File: src/rtl/rf68000_nic_pkg.sv
// Shared types and helpers for the node network interface Wishbone initiator.
package rf68000_nic_pkg;

    typedef enum logic [1:0] {
        ST_IDLE = 2'd0,
        ST_CYC  = 2'd1,
        ST_RESP = 2'd2
    } state_t;

    localparam logic TRUE  = 1'b1;
    localparam logic FALSE = 1'b0;

    // Upper address half that selects the node window for a given node id.
    function automatic logic [15:0] NODE_HI(input logic [7:0] id);
        return {8'hFF, id};
    endfunction

endpackage

File: src/rtl/rf68000_nic_initiator.sv
// Single-word Wishbone initiator for the node NIC port: one classic bus cycle
// per request, bounded by a timeout, with a held response until consumed.
module rf68000_nic_initiator
    import rf68000_nic_pkg::*;
#(
    parameter int TIMEOUT = 255,
    parameter int TAGW    = 8
) (
    input  logic            rst_i,
    input  logic            clk_i,
    input  logic            req_valid,
    output logic            req_ready,
    input  logic            req_we,
    input  logic [3:0]      req_sel,
    input  logic [31:0]     req_adr,
    input  logic [31:0]     req_dat,
    input  logic [TAGW-1:0] req_tag,
    output logic            resp_valid,
    input  logic            resp_ready,
    output logic [31:0]     resp_dat,
    output logic [TAGW-1:0] resp_tag,
    output logic            resp_err,
    output logic [15:0]     err_cnt,
    output logic            nic_cyc,
    output logic            nic_stb,
    output logic            nic_we,
    output logic [3:0]      nic_sel,
    output logic [31:0]     nic_adr,
    output logic [31:0]     nic_dato,
    input  logic            nic_ack,
    input  logic [31:0]     nic_dati
);

    localparam logic [15:0] TMR_LAST = 16'(TIMEOUT - 1);

    state_t          state_q, state_d;
    logic [15:0]     tmr_q, tmr_d;
    logic            req_ready_q, req_ready_d;
    logic            resp_valid_q, resp_valid_d;
    logic [31:0]     resp_dat_q, resp_dat_d;
    logic [TAGW-1:0] resp_tag_q, resp_tag_d;
    logic            resp_err_q, resp_err_d;
    logic [15:0]     err_cnt_q, err_cnt_d;
    logic            cyc_q, cyc_d;
    logic            we_q, we_d;
    logic [3:0]      sel_q, sel_d;
    logic [31:0]     adr_q, adr_d;
    logic [31:0]     dato_q, dato_d;
    logic [TAGW-1:0] tag_q, tag_d;

    always_comb begin
        state_d      = state_q;
        tmr_d        = tmr_q;
        req_ready_d  = req_ready_q;
        resp_valid_d = resp_valid_q;
        resp_dat_d   = resp_dat_q;
        resp_tag_d   = resp_tag_q;
        resp_err_d   = resp_err_q;
        err_cnt_d    = err_cnt_q;
        cyc_d        = cyc_q;
        we_d         = we_q;
        sel_d        = sel_q;
        adr_d        = adr_q;
        dato_d       = dato_q;
        tag_d        = tag_q;

        case (state_q)
            ST_IDLE: begin
                req_ready_d = TRUE;
                if (req_valid && req_ready_q) begin
                    we_d        = req_we;
                    sel_d       = req_sel;
                    adr_d       = req_adr;
                    dato_d      = req_dat;
                    tag_d       = req_tag;
                    cyc_d       = TRUE;
                    req_ready_d = FALSE;
                    tmr_d       = '0;
                    state_d     = ST_CYC;
                end
            end
            ST_CYC: begin
                tmr_d = tmr_q + 16'd1;
                // An ack in the first bus cycle is a leftover from the arbiter's previous owner.
                if (nic_ack && (tmr_q != 16'd0)) begin
                    resp_dat_d   = we_q ? 32'd0 : nic_dati;
                    resp_err_d   = FALSE;
                    resp_valid_d = TRUE;
                    resp_tag_d   = tag_q;
                    cyc_d        = FALSE;
                    we_d         = FALSE;
                    sel_d        = '0;
                    state_d      = ST_RESP;
                end else if (tmr_q == TMR_LAST) begin
                    resp_dat_d   = '0;
                    resp_err_d   = TRUE;
                    resp_valid_d = TRUE;
                    resp_tag_d   = tag_q;
                    cyc_d        = FALSE;
                    if (err_cnt_q != 16'hFFFF) begin
                        err_cnt_d = err_cnt_q + 16'd1;
                    end
                    state_d      = ST_RESP;
                end
            end
            ST_RESP: begin
                if (resp_ready) begin
                    resp_valid_d = FALSE;
                    req_ready_d  = TRUE;
                    state_d      = ST_IDLE;
                end
            end
            default: begin
                state_d      = ST_IDLE;
                cyc_d        = FALSE;
                req_ready_d  = FALSE;
                resp_valid_d = FALSE;
            end
        endcase
    end

    always_ff @(posedge clk_i) begin
        if (rst_i) begin
            state_q      <= ST_IDLE;
            tmr_q        <= '0;
            req_ready_q  <= FALSE;
            resp_valid_q <= FALSE;
            resp_dat_q   <= '0;
            resp_tag_q   <= '0;
            resp_err_q   <= FALSE;
            err_cnt_q    <= '0;
            cyc_q        <= FALSE;
            we_q         <= FALSE;
            sel_q        <= '0;
            adr_q        <= '0;
            dato_q       <= '0;
            tag_q        <= '0;
        end else begin
            state_q      <= state_d;
            tmr_q        <= tmr_d;
            req_ready_q  <= req_ready_d;
            resp_valid_q <= resp_valid_d;
            resp_dat_q   <= resp_dat_d;
            resp_tag_q   <= resp_tag_d;
            resp_err_q   <= resp_err_d;
            err_cnt_q    <= err_cnt_d;
            cyc_q        <= cyc_d;
            we_q         <= we_d;
            sel_q        <= sel_d;
            adr_q        <= adr_d;
            dato_q       <= dato_d;
            tag_q        <= tag_d;
        end
    end

    assign req_ready  = req_ready_q;
    assign resp_valid = resp_valid_q;
    assign resp_dat   = resp_dat_q;
    assign resp_tag   = resp_tag_q;
    assign resp_err   = resp_err_q;
    assign err_cnt    = err_cnt_q;
    assign nic_cyc    = cyc_q;
    assign nic_stb    = cyc_q;
    assign nic_we     = we_q;
    assign nic_sel    = sel_q;
    assign nic_adr    = adr_q;
    assign nic_dato   = dato_q;

endmodule

File: config.mk
export PLATFORM = sky130hd
export DESIGN_NAME = rf68000_nic_initiator
export DESIGN_NICKNAME = d
export VERILOG_FILES = /design/src/rtl/rf68000_nic_pkg.sv /design/src/rtl/rf68000_nic_initiator.sv
export SDC_FILE = /design/constraint.sdc
export NUM_CORES = 1
export LEC_CHECK = 0
export CAP_MARGIN = 20
export CORE_MARGIN = 10
export CORE_UTILIZATION = 43
export DETAILED_ROUTE_END_ITERATION = 8
export PLACE_DENSITY_LB_ADDON = 0.08
export SLEW_MARGIN = 20
export SYNTH_ARGS = -nofsm -noshare
export SYNTH_HDL_FRONTEND = slang
export SYNTH_SLANG_ARGS = --single-unit
File: constraint.sdc
create_clock -name clk_i -period 3.1 [get_ports clk_i]
set_clock_uncertainty 0.05 [all_clocks]
set_input_delay 0.62 -clock clk_i [delete_from_list [all_inputs] [get_ports clk_i]]
set_output_delay 0.62 -clock clk_i [all_outputs]
set_load 0.01 [all_outputs]
==> flow_summary.json <==
{
  "post_cts.repair.setup_buffers": 0,
  "startpoint_type": "flop",
  "comb_power_share": 0.108,
  "layout_common_cells": "clkdlybuf4s50_1 (242), nand2_1 (166), dfxtp_1 (155)",
  "dp_cells": 1053,
  "synth_fa_ha_area_frac": 0.00862,
  "ios": 244,
  "grt_max_degree": 79,
  "yosysSeqAreaShare": 0.534,
  "dieWidth_um": 136,
  "drt_iter0_drc": 362,
  "drive_gt1_frac": 0.0662,
  "cellPowerDensity_nw_per_um2": 529,
  "ant_nets": 0,
  "cts.sinks": 155,
  "finalPower_mw": 4.79,
  "synth_edf_count": 0,
  "cts_made_buffers": 17,
  "hold_depth": 2,
  "finalMaxSlewViolations": 0,
  "nets": 1014,
  "ctsRootBufferMaster": "clkbuf_16",
  "period_share": 0.914,
  "reg2reg_slack_ps": 270,
  "critPathRequiredTime_ps": 3350,
  "yosysWarnings": 0,
  "rows": 42,
  "path_class": "reg2reg",
  "synth_nets": 790,
  "dieArea_sq_um": 18600,
  "post-route-cell-area_sq_um": 9060,
  "synth-simple-area-share": 0.214,
  "n_antenna_cell": 0,
  "synth_xor_area_frac": 0.00302,
  "setup_tns_ps": 0,
  "drc": 0,
  "ys_seq_elements": 155,
  "ys_top_cells_by_area": "dfxtp_1 (53%), nand2_1 (11%), a21oi_1 (8.8%)",
  "crit_fanout": 29,
  "vias": 5573,
  "core_area_sq_um": 13200,
  "critPathSlowestCell": "or4_1",
  "fin_crit_ps": 2830,
  "io_buffers": 243,
  "clkLatencyLatePin_ps": 410,
  "tightest_slew_ps": 746,
  "outcome": "completed",
  "synthFlopType": "dfxtp_1",
  "p_sw_frac": 0.218,
  "yosys-mux-area-fraction": 0.0293,
  "syn_avg_cell_area_sq_um": 8.64,
  "cts_tree": "done",
  "peakVddDrop_uv": 360,
  "clkTransAtPathRegs_ps": 60,
  "wl_per_cell_um": 17.0,
  "die_h_um": 136,
  "dp_hpwl_um": 13400,
  "synth_cell_types": 46,
  "area_delta_synth_final_pct": 56.0,
  "clock_path_buffers": 2,
  "placed_area_sq_um": 8430,
  "p_sw_mw": 1.05,
  "seq_power_share": 0.437,
  "first_pass_iters": 5,
  "timing.fmax_ghz": 0.353,
  "max_cap_violations": 0,
  "grt_util_all_layers": 0.189,
  "path_cells": "or4_1 -> or3_4 -> a211o_1 -> nor4_1 -> mux2_1",
  "gp_congestion": 0.804,
  "finalWirelength_um": 18400,
  "utilization": 0.684,
  "initial_utilization": 0.438,
  "hold_viol": 0,
  "arrival_ps": 3080,
  "netlist_area_sq_um": 5810,
  "setup_ws_ps": 268,
  "antenna_found_initial": 0,
  "maxSlewHeadroom": 0.503,
  "setup_viol": 0,
  "viasPerCell": 5.15,
  "cts_hold_buf": 0,
  "max_stage_delay_ps": 570,
  "end_kind": "flop",
  "final_cells": 1083,
  "final_common_cell": "clkdlybuf4s50_1",
  "synth.largest_area_cell": "dfxtp_1",
  "synth_compound_area_frac": 0.172,
  "grt.overflow.total": 0,
  "netlist_instances": 672,
  "ctsResizeCount": 0,
  "hold_path.class": "reg2reg",
  "internal-power_mw": 3.75,
  "cts-htree-levels": 4,
  "clockPowerShare": 0.455,
  "synth_top_family_by_area": "simple AND/OR/NAND/NOR gates",
  "pre_cts_ws_ps": 270,
  "grt_pass1_wl_um": 28100,
  "async_flop_share": 0,
  "synthDominantCellAreaShare": 0.534,
  "worst_r2r_path_depth": 5,
  "grt_setup_unrepaired": "false",
  "leakage_nw": 3.18,
  "grt_pass1_vias": 5467,
  "timing.hold.ws_ps": 402
}
==> path summary, 6_finish.rpt <==
kind                             startpoint                        end
setup reg to reg     tmr_q[11]$_SDFFE_PP0P_    err_cnt[5]$_SDFFE_PP0P_
hold / removal    nic_dato[17]$_SDFFE_PP0P_  nic_dato[17]$_SDFFE_PP0P_
hold reg to reg   nic_dato[17]$_SDFFE_PP0P_  nic_dato[17]$_SDFFE_PP0P_
setup / recovery     tmr_q[11]$_SDFFE_PP0P_    err_cnt[5]$_SDFFE_PP0P_
==> sequential cells by signal, indices dropped and copies added (netlist names), 2 cells and up <==
name and cells:
err_cnt 16, nic_dato 32, nic_adr 32, resp_tag 8, tag_q 8, tmr_q 16, resp_dat 32, state_q 2
nic_sel 4
==> metal layers <==
| metal | part of all wire | wire length [um] | track usage | vias to the layer above |
|---|---|---|---|---|
| li1 | - | - | - | 2777 |
| met3 | 0.11 | 2050 | 0.0959 | 31 |
| met5 | 0 | 0 | 0 | - |
| met2 | 0.49 | 9020 | 0.312 | 184 |
| met4 | 0.021 | 378 | 0.0698 | 0 |
| met1 | 0.38 | 6980 | 0.205 | 2581 |
==> critical path, delay by kind of cell, from the launching register on <==
| family | cells | cell delay [ps] |
|---|---|---|
| muxes | 1 | 350 |
| and+or+nand+nor | 3 | 1400 |
| DFF | 1 | 340 |
| AOI/OAI and AO/OA | 1 | 570 |
==> power groups by stage <==
stage / sequential (mW) / combinational (mW) / clock, mW
2_1_floorplan: 2.16 / 0.172 / 0
3_3_place_gp: 2.13 / 0.510 / 0
3_5_place_dp: 2.14 / 0.518 / 0
4_1_cts: 2.09 / 0.522 / 2.22
5_1_grt: 2.10 / 0.562 / 2.30
6_report: 2.09 / 0.518 / 2.18
==> logic make-up after synthesis <==
group           count (synthesis)
compound gates                162
xor+xnor                        2
fa+ha+maj                       4
buf+inv                        57
flops                         155
mux                            16
simple gates                  276
==> synthesized netlist by cell type, drive strengths merged (2+ instances only) <==
| library cell | instances |
|---|---|
| and3 | 2 |
| a311oi | 2 |
| ha | 4 |
| a211oi | 2 |
| o21ai | 6 |
| clkbuf | 44 |
| or4 | 12 |
| nand2 | 166 |
| nor2b | 4 |
| inv | 7 |
| mux2i | 8 |
| a22o | 32 |
| or3 | 4 |
| buf | 6 |
| nand3 | 20 |
| nor4 | 3 |
| nand4 | 7 |
| or2 | 5 |
| and4 | 5 |
| o31ai | 10 |
| mux2 | 8 |
| a21oi | 102 |
| nor3 | 9 |
| nor2 | 33 |
| dfxtp | 155 |
==> area by class of cell <==
type	count	area, sq um
flip-flops and latches	155	3100
clock buffers	24	522
clock inverters	6	108
multi-input cells	460	2520
fillers	1057	4190
well taps	176	220
inverters	7	26.3
repair buffers	255	2560
Note: power is estimated with default switching activity, not from simulation.
